File: src/rtl/usb_tx_pkg.sv
// Shared types and line encodings for the USB full-speed TX line encoder.
package usb_tx_pkg;

    typedef enum logic [2:0] {
        ST_IDLE,
        ST_SYNC,
        ST_DATA,
        ST_EOP_SE0,
        ST_EOP_J
    } tx_enc_state_t;

    localparam logic [7:0] SYNC_BYTE = 8'h80;

    // {dp, dm}
    localparam logic [1:0] LINE_J   = 2'b10;
    localparam logic [1:0] LINE_K   = 2'b01;
    localparam logic [1:0] LINE_SE0 = 2'b00;

    localparam int STUFF_LIMIT_DEF  = 6;
    localparam int EOP_SE0_BITS_DEF = 2;

    function automatic logic [1:0] nrzi_flip(input logic [1:0] line);
        return (line == LINE_J) ? LINE_K : LINE_J;
    endfunction

endpackage

File: src/rtl/usb_tx_bit_stuffer.sv
// Run-length counter of transmitted ones; raises stuff_now when the
// next bit slot must carry a stuffed zero.
module usb_tx_bit_stuffer #(
    parameter int STUFF_LIMIT = 6
) (
    input  logic clk,
    input  logic n_rst,
    input  logic bit_en,
    input  logic bit_val,
    input  logic clear,
    output logic stuff_now
);

    localparam int CW = $clog2(STUFF_LIMIT + 1);

    logic [CW-1:0] ones;

    always_ff @(posedge clk or negedge n_rst) begin
        if (!n_rst) begin
            ones <= '0;
        end else if (clear) begin
            ones <= '0;
        end else if (bit_en) begin
            ones <= bit_val ? ones + CW'(1) : '0;
        end
    end

    assign stuff_now = (ones == CW'(STUFF_LIMIT));

endmodule

File: src/rtl/usb_tx_line_encoder.sv
// USB FS TX serializer: byte buffering, bit stuffing, NRZI, EOP.
// Define USB_TX_SYNC_GEN_EN to emit the SYNC byte internally.
module usb_tx_line_encoder #(
    parameter int STUFF_LIMIT  = 6,
    parameter int EOP_SE0_BITS = 2
) (
    input  logic       clk,
    input  logic       n_rst,
    input  logic       bit_en_TX,
    input  logic [7:0] tx_data,
    input  logic       tx_valid,
    input  logic       tx_last,
    output logic       tx_ready,
    output logic       tx_active,
    output logic       dp_out,
    output logic       dm_out,
    output logic       tx_done,
    output logic       tx_underrun
);

    import usb_tx_pkg::*;

    localparam int SW = $clog2(EOP_SE0_BITS + 1);

    tx_enc_state_t state, state_nxt;

    logic [1:0]    line_q, line_nxt;
    logic [7:0]    sreg, sreg_nxt;
    logic [2:0]    bit_cnt, cnt_nxt;
    logic [7:0]    hold, hold_nxt;
    logic          hold_valid, hv_nxt;
    logic          hold_last, hl_nxt;
    logic          cur_last, cl_nxt;
    logic [SW-1:0] se0_cnt, se0_nxt;
    logic          done_q, done_nxt;
    logic          und_q, und_nxt;

    logic          accept;
    logic          in_bits;
    logic          in_eop;
    logic          stuff_now;
    logic          stf_en;
    logic          stf_val;
    logic          stf_clr;
    logic [7:0]    src_data;
    logic          src_last;

    assign in_bits  = (state == ST_SYNC) || (state == ST_DATA);
    assign in_eop   = (state == ST_EOP_SE0) || (state == ST_EOP_J);
    assign tx_ready = !hold_valid && !in_eop;
    assign accept   = tx_valid && tx_ready;

    // A stuff bit still owed at end of data is sent from EOP_SE0.
    assign stf_en  = bit_en_TX &&
                     (in_bits || (state == ST_EOP_SE0 && stuff_now));
    assign stf_val = !stuff_now && sreg[0];
    assign stf_clr = (state == ST_IDLE) || (state == ST_EOP_J);

    usb_tx_bit_stuffer #(
        .STUFF_LIMIT(STUFF_LIMIT)
    ) u_stuffer (
        .clk      (clk),
        .n_rst    (n_rst),
        .bit_en   (stf_en),
        .bit_val  (stf_val),
        .clear    (stf_clr),
        .stuff_now(stuff_now)
    );

    assign src_data = hold_valid ? hold : tx_data;
    assign src_last = hold_valid ? hold_last : tx_last;

    always_ff @(posedge clk or negedge n_rst) begin
        if (!n_rst) begin
            state      <= ST_IDLE;
            line_q     <= LINE_J;
            sreg       <= '0;
            bit_cnt    <= '0;
            hold       <= '0;
            hold_valid <= 1'b0;
            hold_last  <= 1'b0;
            cur_last   <= 1'b0;
            se0_cnt    <= '0;
            done_q     <= 1'b0;
            und_q      <= 1'b0;
        end else begin
            state      <= state_nxt;
            line_q     <= line_nxt;
            sreg       <= sreg_nxt;
            bit_cnt    <= cnt_nxt;
            hold       <= hold_nxt;
            hold_valid <= hv_nxt;
            hold_last  <= hl_nxt;
            cur_last   <= cl_nxt;
            se0_cnt    <= se0_nxt;
            done_q     <= done_nxt;
            und_q      <= und_nxt;
        end
    end

    always_comb begin
        state_nxt = state;
        line_nxt  = line_q;
        sreg_nxt  = sreg;
        cnt_nxt   = bit_cnt;
        hold_nxt  = hold;
        hv_nxt    = hold_valid;
        hl_nxt    = hold_last;
        cl_nxt    = cur_last;
        se0_nxt   = se0_cnt;
        done_nxt  = 1'b0;
        und_nxt   = 1'b0;

        unique case (state)
            ST_IDLE: begin
                if (hold_valid || accept) begin
                    cnt_nxt = '0;
`ifdef USB_TX_SYNC_GEN_EN
                    sreg_nxt  = SYNC_BYTE;
                    cl_nxt    = 1'b0;
                    hold_nxt  = src_data;
                    hv_nxt    = 1'b1;
                    hl_nxt    = src_last;
                    state_nxt = ST_SYNC;
`else
                    sreg_nxt  = src_data;
                    cl_nxt    = src_last;
                    hv_nxt    = 1'b0;
                    state_nxt = ST_DATA;
`endif
                end
            end

            ST_SYNC, ST_DATA: begin
                if (bit_en_TX) begin
                    if (stuff_now) begin
                        line_nxt = nrzi_flip(line_q);
                    end else begin
                        if (!sreg[0]) begin
                            line_nxt = nrzi_flip(line_q);
                        end
                        sreg_nxt = {1'b0, sreg[7:1]};
                        cnt_nxt  = bit_cnt + 3'd1;
                        if (bit_cnt == 3'd7) begin
                            if (cur_last) begin
                                state_nxt = ST_EOP_SE0;
                                se0_nxt   = '0;
                            end else if (hold_valid) begin
                                sreg_nxt  = hold;
                                cl_nxt    = hold_last;
                                hv_nxt    = 1'b0;
                                state_nxt = ST_DATA;
                            end else begin
                                und_nxt   = 1'b1;
                                state_nxt = ST_EOP_SE0;
                                se0_nxt   = '0;
                            end
                        end
                    end
                end
            end

            ST_EOP_SE0: begin
                if (bit_en_TX) begin
                    if (stuff_now) begin
                        line_nxt = nrzi_flip(line_q);
                    end else if (int'(se0_cnt) < EOP_SE0_BITS) begin
                        line_nxt = LINE_SE0;
                        se0_nxt  = se0_cnt + SW'(1);
                    end else begin
                        line_nxt  = LINE_J;
                        state_nxt = ST_EOP_J;
                    end
                end
            end

            ST_EOP_J: begin
                if (bit_en_TX) begin
                    line_nxt  = LINE_J;
                    state_nxt = ST_IDLE;
                    done_nxt  = 1'b1;
                end
            end

            default: begin
                state_nxt = ST_IDLE;
                line_nxt  = LINE_J;
            end
        endcase

        // Refill after any shifter load above, so a same-edge accept is kept.
        if (accept && state != ST_IDLE) begin
            hold_nxt = tx_data;
            hv_nxt   = 1'b1;
            hl_nxt   = tx_last;
        end
    end

    assign dp_out      = line_q[1];
    assign dm_out      = line_q[0];
    assign tx_active   = (state != ST_IDLE);
    assign tx_done     = done_q;
    assign tx_underrun = und_q;

endmodule

File: config.mk
export PLATFORM = sky130hd
export DESIGN_NAME = usb_tx_line_encoder
export DESIGN_NICKNAME = d
export VERILOG_FILES = /design/src/rtl/usb_tx_pkg.sv /design/src/rtl/usb_tx_bit_stuffer.sv /design/src/rtl/usb_tx_line_encoder.sv
export SDC_FILE = /design/constraint.sdc
export NUM_CORES = 1
export LEC_CHECK = 0
export ABC_AREA = 1
export ABC_CLOCK_PERIOD_IN_PS = 3100
export BUFFER_PORTS_ARGS = -buffer_cell sky130_fd_sc_hd__clkbuf_2
export CAP_MARGIN = 10
export CELL_PAD_IN_SITES_DETAIL_PLACEMENT = 1
export CELL_PAD_IN_SITES_GLOBAL_PLACEMENT = 1
export CORE_MARGIN = 1.5
export CORE_UTILIZATION = 47
export DETAILED_ROUTE_END_ITERATION = 16
export PLACE_DENSITY_LB_ADDON = 0.1
export SETUP_SLACK_MARGIN = 0.3
export SLEW_MARGIN = 25
export SYNTH_ARGS = -nofsm -noshare
export SYNTH_HDL_FRONTEND = slang
export SYNTH_SLANG_ARGS = --single-unit
File: constraint.sdc
create_clock -name clk -period 3.1 [get_ports clk]
set_input_delay 0.62 -clock clk [delete_from_list [all_inputs] [get_ports clk]]
set_output_delay 0.62 -clock clk [all_outputs]
set_load 0.01 [all_outputs]
# Word-level counts from Yosys, hierarchy flattened
# Cells that the tools add are included.
word_totals:
  regBits: 34
  in_bits: 13
  elab_cells: 134
op_classes:
  n_addsub: 3
  order_cmp: 1
  n_eq_ne: 23
  muxes: 67
  n_bitwise: 1
  reduce_logical: 27
ops:
  columns: ["operator", "n"]
  rows:
  - ["$mux 8", 7]
  - ["$mux 3", 14]
  - ["$mux 2", 16]
  - ["$mux 1", 23]
  - ["$ne 3x3->1 const B", 6]
  - ["$pmux 8 s2", 1]
  - ["$reduce_and 8->1", 2]
  - ["$ne 2x2->1 const B", 7]
  - ["$pmux 3 s4", 1]
  - ["$reduce_and 5->1", 2]
  - ["$eq 3x3->1 const B", 3]
  - ["$pmux 2 s4", 1]
  - ["$add 3x1->3 const B", 2]
  - ["$eq 3x2->1 const B", 2]
  - ["$logic_and 1x1->1", 6]
  - ["$pmux 3 s2", 1]
  - ["$reduce_and 6->1", 1]
  - ["$reduce_bool 2->1", 3]
  - ["$reduce_bool 3->1", 2]
  - ["$logic_or 1x1->1", 5]
  - ["$ne 2x1->1 const B", 2]
  - ["$pmux 1 s2", 2]
  - ["$pmux 2 s2", 1]
  - ["$reduce_and 4->1", 1]
  - ["9 further kinds", 11]

# Longest topological paths before layout
# Gate-level depths: netlist of run 1.
depth:
  word_depth: 9
  mapped_depth: 10

# Cells and area by module
# From an unflattened synthesis of run 1, not the netlist that was laid out.
hier_totals:
  cells_unflattened: 268
  hier_area_um2: 1986.9
modules_own_cells:
  columns: ["mod", "instances", "cells_each", "area_per_inst_um2", "seq_area_each_um2"]
  rows:
  - ["usb_tx_line_encoder", 1, 244, 1806.7, 777.0]
  - ["usb_tx_bit_stuffer", 1, 24, 180.2, 75.1]

# Worst setup path after synthesis of run 1
# Ideal clock, no wire load.
synth_path:
  path_type: "reg-to-reg"
  from: "reg bit_cnt[0]"
  to: "reg sreg[0]"
  t_arrival_ns: 1.441
  required_time_ns: 2.983
  slack_ns: 1.542
  path_stages_with_launch: 10
  n_path_buf: 1
  period_less_slack_ns: 1.558
  cell_sequence: "dfrtp_1 ha_1 ha_1 nand3_1 buf_2 nand2_1 o211ai_1 nand2_1 nand3_1 nand2_1"
synth_via:
  elab_chain_len: 5
synth_lines:
  columns: ["item", "line_no", "text"]
  rows:
  - ["start, declared", "usb_tx_line_encoder.sv:29", "logic [2:0] bit_cnt, cnt_nxt;"]
  - ["start signal, assigned", "usb_tx_line_encoder.sv:90", "bit_cnt <= cnt_nxt;"]
  - ["$eq 3x3->1", "usb_tx_line_encoder.sv:144", "if (bit_cnt == 3'd7) begin"]
  - ["$mux 8", "usb_tx_line_encoder.sv:144", null]
  - ["$mux 8", "usb_tx_line_encoder.sv:136", "if (stuff_now) begin"]
  - ["$mux 8", "usb_tx_line_encoder.sv:135", "if (bit_en_TX) begin"]
  - ["$pmux 8 s2", "usb_tx_line_encoder.sv:114", "unique case (state)"]
  - ["end signal, assigned", "usb_tx_line_encoder.sv:89", "sreg <= sreg_nxt;"]
  - ["end, declared", "usb_tx_line_encoder.sv:28", "logic [7:0] sreg, sreg_nxt;"]
# No other way between the ends. The select of a mux whose other input is x is not followed.
# A chain may end at the register's enable or synchronous reset.

# Worst setup path after layout of run 1
layout_path:
  from: "reg hold_valid"
  to: "out tx_ready"
layout_via:
  elab_chain_len: 2
layout_lines:
  columns: ["item", "line_no", "text"]
  rows:
  - ["start, declared", "usb_tx_line_encoder.sv:31", "logic hold_valid, hv_nxt;"]
  - ["start signal, assigned", "usb_tx_line_encoder.sv:92", "hold_valid <= hv_nxt;"]
  - ["$logic_not 1->1", "usb_tx_line_encoder.sv:50", "assign tx_ready = !hold_valid && !in_eop;"]
  - ["$logic_and 1x1->1", "usb_tx_line_encoder.sv:50", null]
  - ["end, declared", "usb_tx_line_encoder.sv:13", "output logic tx_ready,"]
# No other way between the ends.

==> results of run 1 <==
## per-stage QoR
step	instances	worst slack, ns	instance area (um^2)	hold slack, ns	utilization
after floorplan	278	1.54	2110	0.324	-
after detailed placement	340	1.15	2190	0.468	0.507
after CTS	347	0.886	2270	0.462	0.525
final	347	0.896	2270	0.433	0.525
after global routing	347	0.751	2270	0.493	0.525
after global placement	340	1.21	2190	0.458	0.507
## logic make-up (layout without fill, tap and decap cells)
logic type | after synthesis | count (layout) | synth area share
compound gates | 36 | 36 | 0.113
xor+xnor | 1 | 1 | 0.00416
fa+ha+maj | 4 | 4 | 0.0237
buf+inv | 42 | 59 | 0.0938
flops | 34 | 34 | 0.404
simple gates | 161 | 161 | 0.361
## cell usage after synthesis (all sizes together)
master	instances
a21oi	1
buf	7
clkbuf	1
dfrtp	33
dfstp	1
ha	4
inv	34
nand2	107
nand3	28
nand3b	1
nand4	6
nor2	15
nor3	3
o211ai	7
o21ai	28
or2	1
xnor2	1
## path summary, 6_finish.rpt
check                      slack (ns)        from    endpoint
setup / recovery                 0.90  hold_valid    tx_ready
hold / removal                   0.43       n_rst  bit_cnt[2]
setup reg to reg                 1.09  hold_valid     sreg[0]
hold reg to reg                  0.48  bit_cnt[2]  bit_cnt[2]
max in group asynchronous        2.13       n_rst     hold[4]
min in group clk                 0.48  bit_cnt[2]  bit_cnt[2]
## per-layer routing
metal | global-route usage | share of wire | up-vias
met5 | 0 | 0 | -
met4 | 0.0705 | 0.012 | 0
met3 | 0.0476 | 0.024 | 6
met2 | 0.320 | 0.42 | 18
met1 | 0.353 | 0.54 | 860
li1 | - | - | 924
## layout make-up
cell class / count / area [um^2] / share of cell area
inverter: 34 / 128 / 0.0562
clock buffer: 5 / 68.8 / 0.0303
tap: 52 / 65.1 / 0.0286
sequential: 34 / 852 / 0.375
multi-input combinational: 202 / 1060 / 0.466
clock inverter: 2 / 10.0 / 0.00441
timing repair buffer: 18 / 90.1 / 0.0396
## sequential cells by signal, summed over array words and instances, names as in the netlist
signal	count
tx_done	1
hold	8
sreg	8
hold_last	1
se0_cnt	2
bit_cnt	3
u_stuffer.ones	3
hold_valid	1
tx_underrun	1
state	3
cur_last	1
line_q	2
## report_power, final
group / total [mW] / internal, mW / switching [mW]
Clock: 0.311 / 0.151 / 0.160
Sequential: 0.812 / 0.630 / 0.182
Combinational: 1.37 / 0.447 / 0.921
Total: 2.49 / 1.23 / 1.26
## placed cells by master, fill, tap and decap left out, types with 7 or more instances in the layout
cell and instances:
o21ai_0 16, inv_1 32, clkbuf_2 18, dfrtp_1 33
o211ai_1 7, nor2_1 9, o21ai_2 11, nand2_1 102
nand3_1 25
## critical path: cells and delay by family (launching register included)
family	cells	cell delay, ns
DFF	1	0.77
and+or+nand+nor	1	0.14
buffers and inverters	3	0.38
==> results.json, run 1 <==
{
  "outcome": "completed",
  "power_leakage_nw": 1.27,
  "postCtsSetupRepairBufs": 0,
  "grt_first_pass_wirelength_um": 8850,
  "fmax_mhz": 454,
  "area_growth_syn_to_layout_pct": 7.77,
  "clock_skew_ns": 0.00476,
  "die_area_mm2": 0.00490,
  "gp_congestion": 0.839,
  "hold_viol": 0,
  "power_density_mw_per_mm2": 1100,
  "path_clk_slew_ns": 0.07,
  "finalMaxSlewViolations": 0,
  "cts_num_sinks": 34,
  "antennaDiodeCount": 0,
  "portBuffers": 18,
  "reg2regPathDepth": 5,
  "hpwl_um": 3770,
  "yosysUniqueCellTypes": 30,
  "htree_levels": 2,
  "drv_cap": 0,
  "relSlewSlack": 0.424,
  "drc": 0,
  "finalCritPeriodShare": 0.711,
  "initial_core_util": 0.488,
  "start_kind": "register",
  "die_width_um": 70.0,
  "synth_nets": 295,
  "grt_overflow": 0,
  "antenna_found_initial": 0,
  "die_h_um": 70.0,
  "clockRootBuffer": "clkbuf_8",
  "cts_tree": "built",
  "routed_wl_um": 5090,
  "cpPeakStageDelay_ns": 0.77,
  "nFillCells": 581,
  "cp.arrival_ns": 1.58,
  "num_vias": 1808,
  "setup_viol": 0,
  "netlist_instances": 278,
  "grt_usage": 0.229,
  "grt_pass1_vias": 1817,
  "synth_area_mm2": 0.00211,
  "wl_per_cell_um": 14.7,
  "grt_max_degree": 35,
  "finalSetupTns_ns": 0,
  "ir_drop_mv": 0.451,
  "placementRows": 24,
  "yosysTopAreaCell": "dfrtp_1",
  "rsz0062_at_grt": "no",
  "worstSetupPathType": "reg2out",
  "synth.avg_cell_area_um2": 7.58,
  "required_ns": 2.48,
  "end_kind": "output pin",
  "core_area_mm2": 0.00432,
  "cp_cell_sequence": "inv_1 -> nand3_1 -> inv_2 -> clkbuf_2",
  "layout-drive-gt1-share": 0.186,
  "synthDominantCellAreaShare": 0.392,
  "critPathSlowestCell": "dfrtp_1",
  "cts_buffers": 5,
  "io_pins": 19,
  "viasPerCell": 5.21,
  "cts-resized-gates": 0,
  "fin_crit_ns": 2.20,
  "cts-hold-fix-buffers": 0,
  "antenna_left": 0,
  "cts.path.max_buffers": 2,
  "cp_max_fo": 24,
  "synth-seq-area-share": 0.404,
  "synth_seq_cells": 34,
  "worst_slew_pin_slew_ns": 0.865,
  "clk_latency_ns": 0.29,
  "power_mw": 2.49,
  "dr.pass1.iters": 4,
  "drt_iter0_drc": 66,
  "ys_top_cells_by_area": "dfrtp_1 (39%), nand2_1 (18%), nand3_1 (5.9%)",
  "ys_warn_count": 0,
  "hold_path.class": "in2async",
  "num-nets-final": 312
}
Note: power is estimated with default switching activity, not from simulation.
==> run 2: changes to the inputs <==
--- a/config.mk
+++ b/config.mk
@@ -6,13 +6,13 @@
 export NUM_CORES = 1
 export LEC_CHECK = 0
 export ABC_AREA = 1
-export ABC_CLOCK_PERIOD_IN_PS = 3100
+export ABC_CLOCK_PERIOD_IN_PS = 2180
 export BUFFER_PORTS_ARGS = -buffer_cell sky130_fd_sc_hd__clkbuf_2
 export CAP_MARGIN = 10
 export CELL_PAD_IN_SITES_DETAIL_PLACEMENT = 1
 export CELL_PAD_IN_SITES_GLOBAL_PLACEMENT = 1
 export CORE_MARGIN = 1.5
-export CORE_UTILIZATION = 47
+export CORE_UTILIZATION = 43
 export DETAILED_ROUTE_END_ITERATION = 16
 export PLACE_DENSITY_LB_ADDON = 0.1
 export SETUP_SLACK_MARGIN = 0.3
==> constraint.sdc (replaced) <==
create_clock -name clk -period 2.18 [get_ports clk]
set_input_delay 0.436 -clock clk [delete_from_list [all_inputs] [get_ports clk]]
set_output_delay 0.436 -clock clk [all_outputs]
set_load 0.01 [all_outputs]
==> results.json, run 2 (synthesized netlist as in run 1, its figures left out) <==
{
  "outcome": "completed",
  "layout.cells.non_filler": 376,
  "rsz0062_at_grt": "no",
  "grt_max_degree": 20,
  "num_vias": 1883,
  "portBuffers": 18,
  "clock_skew_ns": 0.00385,
  "start_kind": "register",
  "gp_congestion": 0.828,
  "drv_cap": 0,
  "ir_drop_mv": 0.633,
  "path_clk_slew_ns": 0.07,
  "cp.arrival_ns": 1.35,
  "setup_viol": 0,
  "initial_core_util": 0.446,
  "cts_buffers": 5,
  "pwr-share-clk": 0.128,
  "finalCritPeriodShare": 0.821,
  "core_area_mm2": 0.00472,
  "routed_wl_um": 5300,
  "antennaDiodeCount": 0,
  "power_leakage_nw": 1.34,
  "nFillCells": 613,
  "antenna_left": 0,
  "grt_overflow": 0,
  "cts.path.max_buffers": 2,
  "swShare": 0.487,
  "grt_pass1_vias": 1871,
  "io_pins": 19,
  "grt_first_pass_wirelength_um": 9030,
  "finalMaxSlewViolations": 0,
  "cts-hold-fix-buffers": 0,
  "power_density_mw_per_mm2": 1590,
  "grt_usage": 0.222,
  "hold_path.class": "in2async",
  "cp_max_fo": 8,
  "wl_per_cell_um": 14.1,
  "final_common_cell": "nand2_1",
  "num-nets-final": 325,
  "hpwl_um": 3980,
  "dp.cells": 361,
  "die_h_um": 73.0,
  "layout-drive-gt1-share": 0.227,
  "required_ns": 1.74,
  "relSlewSlack": 0.711,
  "critPathSlowestCell": "dfrtp_1",
  "cpPeakStageDelay_ns": 0.41,
  "fin_util": 0.511,
  "clockRootBuffer": "clkbuf_8",
  "crit_family": "flip-flops",
  "worst_slew_pin_slew_ns": 0.433,
  "intPower_mw": 1.97,
  "cts_num_sinks": 34,
  "area_growth_syn_to_layout_pct": 14.4,
  "final_cell_mix": "nand2_1 (102), inv_1 (32), dfrtp_1 (32)",
  "p_comb_frac": 0.580,
  "cp.buffers_inverters": 3,
  "finalSetupTns_ns": 0,
  "drt_iter0_drc": 113,
  "die_area_mm2": 0.00533,
  "dr.pass1.iters": 4,
  "hold_viol": 0,
  "pwr-share-seq": 0.292,
  "die_width_um": 73.0,
  "htree_levels": 2,
  "crit_path_frequent_cell": "inv_2",
  "fmax_mhz": 558,
  "clk_latency_ns": 0.28,
  "p_switching_mw": 1.87,
  "worstSetupPathType": "reg2out",
  "end_kind": "output pin",
  "drc": 0,
  "cts_tree": "built",
  "antenna_found_initial": 0,
  "largestRegisters": "hold: 8 flops, sreg: 8 flops",
  "power_mw": 3.85,
  "cp_cell_sequence": "inv_2 -> nand3_2 -> nand3_1 -> inv_2 -> clkbuf_2",
  "placementRows": 25,
  "viasPerCell": 5.01,
  "fin_crit_ns": 1.79
}
run 2: cell count changes in the layout (fill, tap and decap cells not counted), sizes merged:
cell,previous run,this run
buf,0,13
clkbuf,23,25
clkinv,2,1
run 2: what timing repair did:
item,in CTS,in global routing
gates resized for setup,1,2
endpoints found under the setup margin,1,14
buffers inserted,1,6
pin swaps,1,1
run 2: per-stage QoR:
stage	hold slack (ns)	setup slack [ns]	area (um^2)
floorplan	0.140	0.622	2110
global placement	0.392	0.419	2260
detailed placement	0.393	0.403	2260
CTS	0.0842	0.350	2360
global route	0.0893	0.301	2410
finish	0.0773	0.389	2410
run 2: path summary, 6_finish.rpt:
check / from / to / slack [ns] / depth (start not counted)
max reg2reg: u_stuffer.ones[0] / sreg[4] / 0.47 / 8
min in group clk: tx_data[4] / hold[4] / 0.39 / 3
min: n_rst / u_stuffer.ones[1] / 0.08 / 1
min reg2reg: hold_last / hold_last / 0.49 / 2
max: state[2] / tx_ready / 0.39 / 5
max in group asynchronous: n_rst / line_q[1] / 1.50 / 2
run 2: layout make-up:
cell class / count / area [um^2] / share of cell area
tap: 67 / 83.8 / 0.0348
multi-input combinational: 202 / 1070 / 0.443
inverter: 34 / 128 / 0.0529
clock inverter: 1 / 5.00 / 0.00207
sequential: 34 / 853 / 0.354
clock buffer: 7 / 86.3 / 0.0358
timing repair buffer: 31 / 188 / 0.0778
run 2: routing by layer:
| metal | vias up | wire length, um | track usage |
|---|---|---|---|
| met3 | 2 | 223 | 0.0470 |
| met2 | 43 | 2310 | 0.323 |
| met4 | 0 | 28 | 0.0566 |
| met5 | - | 0 | 0 |
| li1 | 952 | - | - |
| met1 | 886 | 2740 | 0.332 |
run 2: worst register-to-register path, stage by stage, from the launching register on:
cell and delay [ns]:
dfrtp_1 0.35, inv_1 0.07, ha_1 0.20, nand2_1 0.21
o21ai_1 0.17, nor2_4 0.28, nand2_4 0.16, nand2_1 0.10
nand2_1 0.06
run 2: power by group through the flow:
stage	Combinational, mW	Sequential, mW	Clock, mW
2_1_floorplan	1.69	1.07	0
3_3_place_gp	2.01	1.12	0
3_5_place_dp	2.06	1.13	0
4_1_cts	2.10	1.13	0.506
5_1_grt	2.54	1.16	0.532
6_report	2.23	1.12	0.491
==> run 3: changes to the inputs <==
--- a/config.mk
+++ b/config.mk
@@ -6,13 +6,13 @@
 export NUM_CORES = 1
 export LEC_CHECK = 0
 export ABC_AREA = 1
-export ABC_CLOCK_PERIOD_IN_PS = 2180
+export ABC_CLOCK_PERIOD_IN_PS = 1600
 export BUFFER_PORTS_ARGS = -buffer_cell sky130_fd_sc_hd__clkbuf_2
 export CAP_MARGIN = 10
 export CELL_PAD_IN_SITES_DETAIL_PLACEMENT = 1
 export CELL_PAD_IN_SITES_GLOBAL_PLACEMENT = 1
 export CORE_MARGIN = 1.5
-export CORE_UTILIZATION = 43
+export CORE_UTILIZATION = 39
 export DETAILED_ROUTE_END_ITERATION = 16
 export PLACE_DENSITY_LB_ADDON = 0.1
 export SETUP_SLACK_MARGIN = 0.3
==> constraint.sdc (replaced) <==
create_clock -name clk -period 1.6 [get_ports clk]
set_input_delay 0.32 -clock clk [delete_from_list [all_inputs] [get_ports clk]]
set_output_delay 0.32 -clock clk [all_outputs]
set_load 0.01 [all_outputs]
==> results.json, run 3 (synthesized netlist as in run 1, its figures left out) <==
{
  "wl_per_cell_um": 18.8,
  "hpwl_um": 3950,
  "grt_usage": 0.247,
  "grt_first_pass_wirelength_um": 11200,
  "ir_drop_mv": 1.34,
  "viasPerCell": 5.22,
  "drc": 0,
  "final_cell_mix": "nand2_1 (77), dfrtp_1 (31), buf_4 (31)",
  "layout-drive-gt1-share": 0.452,
  "core_area_mm2": 0.00517,
  "finalMaxSlewViolations": 0,
  "antennaDiodeCount": 0,
  "cts_num_sinks": 34,
  "violations": "setup timing",
  "placementRows": 26,
  "outcome": "complete, but fails checks",
  "drv_cap": 0,
  "cts_buffers": 5,
  "htree_levels": 2,
  "setup_viol": 15,
  "num_vias": 2167,
  "die_width_um": 76.5,
  "fmax_mhz": 592,
  "cts.path.max_buffers": 2,
  "dp.cells": 367,
  "clockRootBuffer": "clkbuf_8",
  "drt_iter0_drc": 47,
  "crit_family": "simple AND/OR/NAND/NOR gates",
  "area_growth_syn_to_layout_pct": 44.7,
  "io_pins": 19,
  "worstSetupPathType": "reg2reg",
  "path_clk_slew_ns": 0.08,
  "finalCritPeriodShare": 1.05,
  "cts_tree": "built",
  "hold_path.class": "in2async",
  "critPathSlowestCell": "dfrtp_2",
  "start_kind": "register",
  "portBuffers": 18,
  "antenna_found_initial": 0,
  "clk_latency_ns": 0.30,
  "relSlewSlack": 0.702,
  "crit_path_frequent_cell": "nand2_1",
  "grt_overflow": 0,
  "fin_util": 0.590,
  "fin_ws_ns": -0.0880,
  "clock_skew_ns": 0.00911,
  "power_density_mw_per_mm2": 2350,
  "rsz0062_at_grt": "yes",
  "end_kind": "register",
  "worst_slew_pin_slew_ns": 0.447,
  "layout.cells.non_filler": 415,
  "power_leakage_nw": 1.58,
  "cp_cell_sequence": "nor2_4 -> nand2_2 -> buf_4 -> nand4_2 -> nand2_4 -> nand2_8 -> nand2_1 -> nand2_1",
  "grt_pass1_vias": 2226,
  "grt_max_degree": 35,
  "final_common_cell": "nand2_1",
  "die_area_mm2": 0.00586,
  "cp_max_fo": 12,
  "cpPeakStageDelay_ns": 0.48,
  "cp.buffers_inverters": 1,
  "fin_crit_ns": 1.69,
  "reg2regPathDepth": 8,
  "cp.depth": 8,
  "hold_viol": 0,
  "num-nets-final": 361,
  "antenna_left": 0,
  "routed_wl_um": 7800,
  "gp_congestion": 0.879,
  "initial_core_util": 0.408,
  "cp.arrival_ns": 1.87,
  "dr.pass1.iters": 4,
  "required_ns": 1.78,
  "largestRegisters": "hold: 8 flops, sreg: 8 flops",
  "die_h_um": 76.5,
  "cts-hold-fix-buffers": 0
}
-- run 3: final cells by class --
cell class / instances / area, um^2
fillers: 614 / 2120
multi-input cells: 205 / 1370
flip-flops and latches: 34 / 855
repair buffers: 64 / 517
inverters: 34 / 130
clock buffers: 8 / 90.1
well taps: 70 / 87.6
-- run 3: path summary, 6_finish.rpt --
| kind | startpoint | to | slack [ns] |
|---|---|---|---|
| max reg2reg | state[1] | sreg[2] | -0.09 |
| max in group asynchronous | n_rst | line_q[1] | 1.20 |
| min in group clk | tx_data[1] | hold[1] | 0.25 |
| min | n_rst | hold[7] | 0.04 |
| max | state[1] | sreg[2] | -0.09 |
| min reg2reg | hold_last | hold_last | 0.50 |
-- run 3: per-layer routing --
layer  part of all wire  GRT usage  wire length (um)
met5                  0          0                 0
met4              0.047     0.0907               365
met3              0.045     0.0503               349
met2               0.48      0.421              3760
met1               0.43      0.307              3330
-- run 3: stage by stage --
step	instance area [um^2]	hold WS, ns	power, mW	setup TNS [ns]	setup WS, ns
after floorplan	2160	0.0244	3.81	0	0.249
after global placement	2320	0.387	4.40	0	0.0176
after detailed placement	2320	0.392	4.50	-0.0177	-0.00881
after CTS	2770	0.0675	6.12	0	0.0427
after global routing	3050	0.0680	7.69	-0.864	-0.142
final	3050	0.0415	7.17	-0.489	-0.0880
-- run 3: what timing repair did --
action	4_1_cts	5_1_grt
buffers inserted	23	14
pin swaps	12	24
resized for setup	39	50
cloned	3	0
endpoints found under the setup margin	35	36
-- run 3: where the power goes --
group	internal (mW)	switching, mW
Sequential	1.23	0.351
Clock	0.351	0.337
Combinational	2.06	2.84
